[src/rtl/signal_sequencer.sv]
// Two-road signal sequencer: road 1 rests in green, and road 2 gets a fixed-length cycle on demand.
// Pedestrian requests are latched and served as a walk indication on the next green of that road.
module signal_sequencer #(
  parameter int unsigned T_G1MIN = 16,
  parameter int unsigned T_Y     = 4,
  parameter int unsigned T_AR    = 2,
  parameter int unsigned T_G2    = 12
) (
  input  logic       CK,
  input  logic       CLR,
  input  logic       FM,
  input  logic       PED1,
  input  logic       PED2,
  input  logic       TEST,
  output logic       GRN1,
  output logic       YLW1,
  output logic       RED1,
  output logic       GRN2,
  output logic       YLW2,
  output logic       RED2,
  output logic       WALK1,
  output logic       WALK2,
  output logic [2:0] PHASE
);

  localparam logic [2:0] StG1  = 3'd0;
  localparam logic [2:0] StY1  = 3'd1;
  localparam logic [2:0] StAr1 = 3'd2;
  localparam logic [2:0] StG2  = 3'd3;
  localparam logic [2:0] StY2  = 3'd4;
  localparam logic [2:0] StAr2 = 3'd5;

  localparam logic [7:0] LdG1 = 8'(T_G1MIN - 1);
  localparam logic [7:0] LdY  = 8'(T_Y - 1);
  localparam logic [7:0] LdAr = 8'(T_AR - 1);
  localparam logic [7:0] LdG2 = 8'(T_G2 - 1);

  logic [2:0] state_q, state_d;
  logic [7:0] timer_q, timer_d;
  logic       ped1_pend_q, ped1_pend_d;
  logic       ped2_pend_q, ped2_pend_d;
  logic       walk1_on_q, walk1_on_d;
  logic       walk2_on_q, walk2_on_d;
  logic [7:0] load_val;

  always_comb begin
    state_d = state_q;
    if (timer_q == 8'd0) begin
      case (state_q)
        StG1:    if (FM || ped2_pend_q) state_d = StY1;
        StY1:    state_d = StAr1;
        StAr1:   state_d = StG2;
        StG2:    state_d = StY2;
        StY2:    state_d = StAr2;
        StAr2:   state_d = StG1;
        default: state_d = StAr2;
      endcase
    end
  end

  always_comb begin
    case (state_d)
      StG1:        load_val = LdG1;
      StY1, StY2:  load_val = LdY;
      StG2:        load_val = LdG2;
      default:     load_val = LdAr;
    endcase
  end

  always_comb begin
    timer_d     = (timer_q != 8'd0) ? timer_q - 8'd1 : 8'd0;
    ped1_pend_d = ped1_pend_q | PED1;
    ped2_pend_d = ped2_pend_q | PED2;
    walk1_on_d  = walk1_on_q;
    walk2_on_d  = walk2_on_q;

    if (state_d != state_q) timer_d = TEST ? 8'd0 : load_val;

    // Green entry serves the request pending so far; a same-cycle request waits for the next visit.
    if (state_d == StG1 && state_q != StG1) begin
      walk1_on_d  = ped1_pend_q;
      ped1_pend_d = PED1;
    end else if (state_q == StG1 && state_d != StG1) begin
      walk1_on_d = 1'b0;
    end

    if (state_d == StG2 && state_q != StG2) begin
      walk2_on_d  = ped2_pend_q;
      ped2_pend_d = PED2;
    end else if (state_q == StG2 && state_d != StG2) begin
      walk2_on_d = 1'b0;
    end
  end

  always_ff @(posedge CK) begin
    if (CLR) begin
      state_q     <= StAr2;
      timer_q     <= LdAr;
      ped1_pend_q <= 1'b0;
      ped2_pend_q <= 1'b0;
      walk1_on_q  <= 1'b0;
      walk2_on_q  <= 1'b0;
    end else begin
      state_q     <= state_d;
      timer_q     <= timer_d;
      ped1_pend_q <= ped1_pend_d;
      ped2_pend_q <= ped2_pend_d;
      walk1_on_q  <= walk1_on_d;
      walk2_on_q  <= walk2_on_d;
    end
  end

  always_comb begin
    {GRN1, YLW1, RED1, GRN2, YLW2, RED2} = 6'b001_001;
    case (state_q)
      StG1:    {GRN1, YLW1, RED1, GRN2, YLW2, RED2} = 6'b100_001;
      StY1:    {GRN1, YLW1, RED1, GRN2, YLW2, RED2} = 6'b010_001;
      StG2:    {GRN1, YLW1, RED1, GRN2, YLW2, RED2} = 6'b001_100;
      StY2:    {GRN1, YLW1, RED1, GRN2, YLW2, RED2} = 6'b001_010;
      default: {GRN1, YLW1, RED1, GRN2, YLW2, RED2} = 6'b001_001;
    endcase
  end

  assign WALK1 = (state_q == StG1) && walk1_on_q;
  assign WALK2 = (state_q == StG2) && walk2_on_q;
  assign PHASE = state_q;

endmodule

[config.mk]
export PLATFORM = sky130hd
export DESIGN_NAME = signal_sequencer
export DESIGN_NICKNAME = d
export VERILOG_FILES = /design/src/rtl/signal_sequencer.sv
export SDC_FILE = /design/constraint.sdc
export NUM_CORES = 1
export LEC_CHECK = 0
export ABC_CLOCK_PERIOD_IN_PS = 3200
export BUFFER_PORTS_ARGS = -buffer_cell sky130_fd_sc_hd__buf_2
export CORE_AREA = 2 2 43 45
export CTS_BUF_LIST = sky130_fd_sc_hd__clkbuf_4
export CTS_CLUSTER_DIAMETER = 30
export DETAILED_ROUTE_END_ITERATION = 8
export DIE_AREA = 0 0 45 47
export GPL_TIMING_DRIVEN = 0
export HOLD_SLACK_MARGIN = 0.1
export PLACE_DENSITY = 0.94
export REMOVE_ABC_BUFFERS = 1
export SYNTH_ARGS = -nofsm -noshare
export SYNTH_HDL_FRONTEND = slang
export SYNTH_SLANG_ARGS = --single-unit
[constraint.sdc]
create_clock -name CK -period 3.2 [get_ports CK]
set_input_delay 0 -clock CK [delete_from_list [all_inputs] [get_ports CK]]
set_output_delay 0 -clock CK [all_outputs]
set_load 0.02 [all_outputs]
==> impl_metrics.env, run 1 <==
export IMPL_crit_fanout=9
export IMPL_area_growth_syn_to_layout_pct=11.1
export IMPL_ff2ff_setup_slack_ns=0.23
export IMPL_first_global_vias=793
export IMPL_commonest_register_cell_after_synthesis="dfxtp_1"
export IMPL_timing_critical_path_arrival_ns=3.16
export IMPL_finalMaxSlewViolations=0
export IMPL_overflow=0
export IMPL_clock_latency_ns=0.29
export IMPL_drt_wirelength_per_cell_um=14.5
export IMPL_finalSetupViolCount=0
export IMPL_cp_required_ns=3.39
export IMPL_std_cell_rows=15
export IMPL_num_antenna_cells=0
export IMPL_initial_core_util_pct=57.9
export IMPL_clock_skew_ns=0.00369
export IMPL_synth_seq_area_share_pct=31.4
export IMPL_run_status="complete, no violations"
export IMPL_cts_max_path_buffers=2
export IMPL_power_static_leakage_nw=0.459
export IMPL_unrepaired_setup_endpoints_after_global_routing="no"
export IMPL_drtPass1Iterations=4
export IMPL_worst_hold_startpoint="FM"
export IMPL_number_of_antenna_violations_at_the_first_check_in_global_routing=0
export IMPL_cts_clk_pin_slew_worst_paths_ns=0.10
export IMPL_grt_util_all_layers_pct=23.2
export IMPL_timing_final_crit_period_ns=2.97
export IMPL_slew_headroom_pct=28.4
export IMPL_synthArstFlopShare_pct=0
export IMPL_netlist_top_cells_area="dfxtp_1, a21oi_1, ha_1, clkbuf_8, nor2_1"
export IMPL_synth_enable_flop_cells=0
export IMPL_ir_drop_worst_case_vdd_uv=626
export IMPL_die_x_um=45
export IMPL_hold_path_class="in2reg"
export IMPL_reg2reg_to="ped1_pend_q"
export IMPL_largest_net_degree_at_the_start_of_global_routing=22
export IMPL_antenna_violating_nets_post_route=0
export IMPL_min_period_over_period_pct=92.8
export IMPL_crit_end_category="flop"
export IMPL_ys_warn_count=0
export IMPL_synthDominantAreaCellType="dfxtp_1"
export IMPL_final_core_util_pct=64.3
export IMPL_dp_final_hpwl_mm=1.45
export IMPL_synth_area_sq_um=956
export IMPL_chipHeight_um=47
export IMPL_final_fill_count=133
export IMPL_cts_setup_buffers=0
export IMPL_io_pins=17
export IMPL_synth_top_area_share_pct=31.4
export IMPL_clock_tree_from_tritoncts="built"
export IMPL_final_layout_size_suffix_gt1_share_pct=16.7
export IMPL_tightestPinTransition_ns=1.07
export IMPL_fmax_ghz=0.337
export IMPL_power_density_of_the_placed_cells_nw_per_um2=981
export IMPL_cts_sink_count=15
export IMPL_finish_cell_count_without_fillers=149
export IMPL_worstSetupPathType="reg2reg"
export IMPL_timing_rr_start="timer_q[0]"
export IMPL_number_of_nets_in_the_layout=143
export IMPL_io_buffers=16
export IMPL_totalPowerFinal_mw=1.04
export IMPL_cts_buffers=3
export IMPL_cp_startpoint="timer_q[0]"
export IMPL_design_die_area_sq_um=2120
export IMPL_yosys_cell_types_count=39
export IMPL_drc=0
export IMPL_via_per_inst=6.12
export IMPL_critPathCapture="ped1_pend_q"
export IMPL_setup_worst_path_start_class="flop"
export IMPL_number_of_hold_violations_in_the_final_report=0
export IMPL_placed_cells_incl_taps=138
export IMPL_timing_max_cap_violations=0
export IMPL_root_buffer="clkbuf_4"
export IMPL_setup_tns_final_ns=0
export IMPL_routed_wl_mm=2.16
export IMPL_dr_total_vias=912
export IMPL_synthesis_instances=114
export IMPL_place_congestion=0.819
export IMPL_syn_avg_cell_area_sq_um=8.39
export IMPL_synth_seq_cells=15
export IMPL_htree_levels=1
export IMPL_timing_reg2reg_worst_path_depth=10
export IMPL_first_pass_grt_wire_length_mm=3.51
export IMPL_detail_route_iter0_violations=63
export IMPL_placeableCoreArea_sq_um=1650
==> registers in the layout, indices dropped and copies added, names as in the netlist <==
register,count
timer_q,8
PHASE,3
ped1_pend_q,1
ped2_pend_q,1
walk1_on_q,1
walk2_on_q,1
==> worst min path at each step <==
| stage | endpoint | slack, ns | cells past startpoint |
|---|---|---|---|
| after global placement | ped1_pend_q | 0.21 | 3 |
| after global routing | timer_q[0] | 0.19 | 4 |
| after floorplan | timer_q[2] | 0.07 | 1 |
| after CTS | timer_q[0] | 0.16 | 4 |
| final | timer_q[0] | 0.16 | 4 |
| after detailed placement | ped1_pend_q | 0.22 | 3 |
==> synth_stat cells, types with 2 or more instances <==
| master | count |
|---|---|
| xnor2_1 | 2 |
| a21oi_1 | 13 |
| a31oi_1 | 2 |
| nor3b_1 | 3 |
| nand2_1 | 3 |
| nor2b_1 | 2 |
| o21ai_0 | 6 |
| nand2b_1 | 2 |
| o31ai_1 | 2 |
| clkbuf_8 | 3 |
| or4_1 | 4 |
| buf_6 | 2 |
| a32o_1 | 2 |
| and2_1 | 2 |
| nor2_1 | 11 |
| or3_1 | 4 |
| dfxtp_1 | 15 |
| nand4_1 | 2 |
| ha_1 | 4 |
| nand3b_1 | 3 |
| inv_1 | 9 |
==> what timing repair did <==
item | 4_1_cts | 5_1_grt
endpoints found under the hold margin | 9 | 0
hold buffers | 7 | 0
resized for setup | 0 | 0
==> area by class of cell <==
| class | count | area, sq um | area share (%) |
|---|---|---|---|
| multi-input cells | 81 | 529 | 49.8 |
| clock buffers | 3 | 22.5 | 2.12 |
| well taps | 17 | 21.3 | 2.00 |
| clock inverters | 1 | 5.00 | 0.471 |
| inverters | 9 | 33.8 | 3.18 |
| repair buffers | 23 | 150 | 14.1 |
| flip-flops and latches | 15 | 300 | 28.3 |
==> layer usage <==
metal  part of all wire, %  GRT usage (%)  vias to the layer above
met5                     0              0                        -
met4                   1.8           11.8                        0
met3                   4.3           5.00                        5
met2                    54           37.7                       32
met1                    40           29.2                      424
li1                      -              -                      451
==> stage by stage <==
step / hold WS (ns) / setup slack [ns] / instance area [sq um]
after global placement: 0.207 / 0.921 / 965
after floorplan: 0.0691 / 1.15 / 863
after detailed placement: 0.216 / 0.787 / 965
after global routing: 0.189 / 0.101 / 1060
final: 0.158 / 0.231 / 1060
after CTS: 0.158 / 0.314 / 1060
==> placed cells by master, fill, tap and decap left out, types with 2 or more instances in the layout <==
cell type,n
buf_2,16
dfxtp_1,15
a21oi_1,13
nor2_1,11
inv_1,9
dlygate4sd3_1,7
o21ai_0,6
or4_1,4
or3_1,4
ha_1,4
nand2_1,3
nor3b_1,3
nand3b_1,3
clkbuf_4,3
nor2b_1,2
nand2b_1,2
and2_1,2
o31ai_1,2
nand4_1,2
xnor2_1,2
a32o_1,2
a31oi_1,2
==> power breakdown <==
| group | leakage [nW] | internal [mW] | total, mW | switching, mW |
|---|---|---|---|---|
| Combinational | 0.318 | 0.242 | 0.575 | 0.333 |
| Clock | 0.0177 | 0.0466 | 0.114 | 0.0676 |
| Sequential | 0.123 | 0.249 | 0.353 | 0.104 |
| Total | 0.459 | 0.537 | 1.04 | 0.505 |
==> worst max-delay path, cell delays in order (launching register included) <==
cell,delay [ns]
dfxtp_1,0.34
inv_1,0.09
ha_1,0.19
nor3b_1,0.87
nand4_1,0.17
a21oi_1,0.22
ha_1,0.20
inv_1,0.06
a21oi_1,0.12
nor2_1,0.05
dlygate4sd3_1,0.56
==> cell families (layout without fill, tap and decap cells) <==
| family | Yosys count | after routing | share of synthesized area, % |
|---|---|---|---|
| buffers and inverters | 18 | 36 | 13.2 |
| DFF | 15 | 15 | 31.4 |
| xor gates and xnor gates | 3 | 3 | 2.75 |
| AOI/OAI and AO/OA | 32 | 32 | 21.3 |
| and+or+nand+nor | 42 | 42 | 26.0 |
| adders and majority gates | 4 | 4 | 5.24 |
Power figures use the tool's default switching activity.
==> run 2, diff against run 1 <==
Settings changed: CELL_PAD_IN_SITES_DETAIL_PLACEMENT set to 1, CELL_PAD_IN_SITES_GLOBAL_PLACEMENT set to 2, CORE_AREA 2 2 43 45 to 2 2 55 57, DIE_AREA 0 0 45 47 to 0 0 57 59, RECOVER_POWER set to 50.
==> impl_metrics.env, run 2 (synthesis results as in run 1) <==
export IMPL_run_status="complete, no violations"
export IMPL_power_static_leakage_nw=0.423
export IMPL_drc=0
export IMPL_area_sequential_sq_um=300
export IMPL_worst_hold_startpoint="FM"
export IMPL_grt_util_all_layers_pct=16.6
export IMPL_std_cell_rows=19
export IMPL_initial_core_util_pct=35.3
export IMPL_dr_total_vias=920
export IMPL_htree_levels=1
export IMPL_overflow=0
export IMPL_worstSetupPathType="reg2reg"
export IMPL_cp_cell_sequence="or4_1 -> or3_1 -> a21oi_1 -> ha_1 -> inv_1 -> a21oi_1 -> nor2_1 -> dlygate4sd3_1"
export IMPL_min_period_over_period_pct=86.6
export IMPL_design_die_area_sq_um=3360
export IMPL_final_layout_size_suffix_gt1_share_pct=9.09
export IMPL_timing_final_crit_period_ns=2.77
export IMPL_number_of_hold_violations_in_the_final_report=0
export IMPL_dp_final_hpwl_mm=1.62
export IMPL_hold_path_class="in2reg"
export IMPL_power_density_of_the_placed_cells_nw_per_um2=981
export IMPL_cp_required_ns=3.41
export IMPL_number_of_nets_in_the_layout=143
export IMPL_io_pins=17
export IMPL_detail_route_wirelength_met1_mm=1.10
export IMPL_drt_wirelength_per_cell_um=14.9
export IMPL_io_buffers=16
export IMPL_tightestPinTransition_ns=0.962
export IMPL_final_core_util_pct=39.6
export IMPL_crit_fanout=9
export IMPL_multi_input_area_sq_um=534
export IMPL_setup_worst_path_start_class="flop"
export IMPL_die_x_um=57
export IMPL_cpLargestDelayFamily="simple AND/OR/NAND/NOR gates"
export IMPL_timing_critical_path_arrival_ns=2.99
export IMPL_final_common_cell="dfxtp_1"
export IMPL_worst_path_largest_cell_delay_ns=0.70
export IMPL_setup_tns_final_ns=0
export IMPL_number_of_antenna_violations_at_the_first_check_in_global_routing=0
export IMPL_timing_rr_start="timer_q[3]"
export IMPL_finalSetupViolCount=0
export IMPL_timing_reg2reg_worst_path_depth=8
export IMPL_crit_end_category="flop"
export IMPL_number_of_flip_flops_in_the_largest_register=8
export IMPL_ff2ff_setup_slack_ns=0.43
export IMPL_cts_clk_pin_slew_worst_paths_ns=0.11
export IMPL_clock_skew_ns=0.0178
export IMPL_cts_max_path_buffers=2
export IMPL_critical_path_n_buffers_inverters=2
export IMPL_regMostFlops="timer_q"
export IMPL_cts_buffers=3
export IMPL_fmax_ghz=0.361
export IMPL_critical_path_top_cell_by_count="a21oi_1"
export IMPL_unrepaired_setup_endpoints_after_global_routing="no"
export IMPL_root_buffer="clkbuf_4"
export IMPL_final_fill_count=363
export IMPL_place_congestion=0.768
export IMPL_first_pass_grt_wire_length_mm=4.37
export IMPL_num_antenna_cells=0
export IMPL_highest_signal_layer="met4"
export IMPL_wl_met2_mm=1.25
export IMPL_largest_net_degree_at_the_start_of_global_routing=22
export IMPL_worstSetupPathDepth=8
export IMPL_wire_length_on_met3_um=50
export IMPL_critPathSlowestCell="or4_1"
export IMPL_drtPass1Iterations=3
export IMPL_min_delay_path_depth=4
export IMPL_layout_cells_most_common_list="dfxtp_1, a21oi_1, nor2_1, clkbuf_1, inv_1"
export IMPL_cp_startpoint="timer_q[3]"
export IMPL_antenna_violating_nets_post_route=0
export IMPL_area_growth_syn_to_layout_pct=12.3
export IMPL_finalMaxSlewViolations=0
export IMPL_clock_latency_ns=0.31
export IMPL_slew_headroom_pct=35.3
export IMPL_placeableCoreArea_sq_um=2710
export IMPL_chipHeight_um=59
export IMPL_detail_route_iter0_violations=7
export IMPL_cts_sink_count=15
export IMPL_timing_max_cap_violations=0
export IMPL_ir_drop_worst_case_vdd_uv=397
export IMPL_first_global_vias=928
export IMPL_clock_tree_from_tritoncts="built"
export IMPL_routed_wl_mm=2.43
export IMPL_via_per_inst=5.64
run 2: worst register-to-register path: cells and delay by family, from the launching register on:
kind	cells	cell delay [ns]
and+or+nand+nor	3	1.16
AOI/OAI and AO/OA	2	0.32
adders and majority gates	1	0.20
buffers and inverters	2	0.59
DFF	1	0.40
run 2: area by class of cell:
type / count / share of cell area (%)
Clock inverter: 1 / 0.699
Sequential cell: 15 / 28.0
Tap cell: 31 / 3.61
Timing Repair Buffer: 23 / 12.7
Inverter: 9 / 3.15
Multi-Input combinational cell: 81 / 49.8
Clock buffer: 3 / 2.10
run 2: stage by stage:
step | std cells | area (sq um) | setup WS (ns) | hold slack, ns | power, mW
global route | 163 | 1070 | 0.202 | 0.247 | 1.15
floorplan | 105 | 863 | 1.15 | 0.0691 | 0.744
global placement | 152 | 982 | 0.774 | 0.206 | 0.885
detailed placement | 152 | 982 | 0.713 | 0.224 | 0.907
finish | 163 | 1070 | 0.427 | 0.168 | 1.05
CTS | 163 | 1080 | 0.232 | 0.188 | 1.05
run 2: metal layers:
metal	vias up	global-route usage (%)
met3	3	2.62
met4	0	4.98
met2	13	30.2
met1	456	20.3
li1	448	-
met5	-	0
run 2: where the power goes:
part	total [mW]	internal [mW]	switching, mW
Sequential	0.357	0.249	0.108
Clock	0.121	0.0478	0.0733
Combinational	0.575	0.233	0.343
run 2: timing repair:
item,4_1_cts,5_1_grt
setup buffers,0,0
resized for setup,0,1
hold buffers,7,0
hold endpoints to repair,9,0
endpoints found under the setup margin,0,1
run 2: final timing paths:
| check | end |
|---|---|
| worst max register to register | ped2_pend_q |
| worst max-delay path | ped2_pend_q |
| worst min register to register | walk1_on_q |
| worst min-delay path | timer_q[0] |
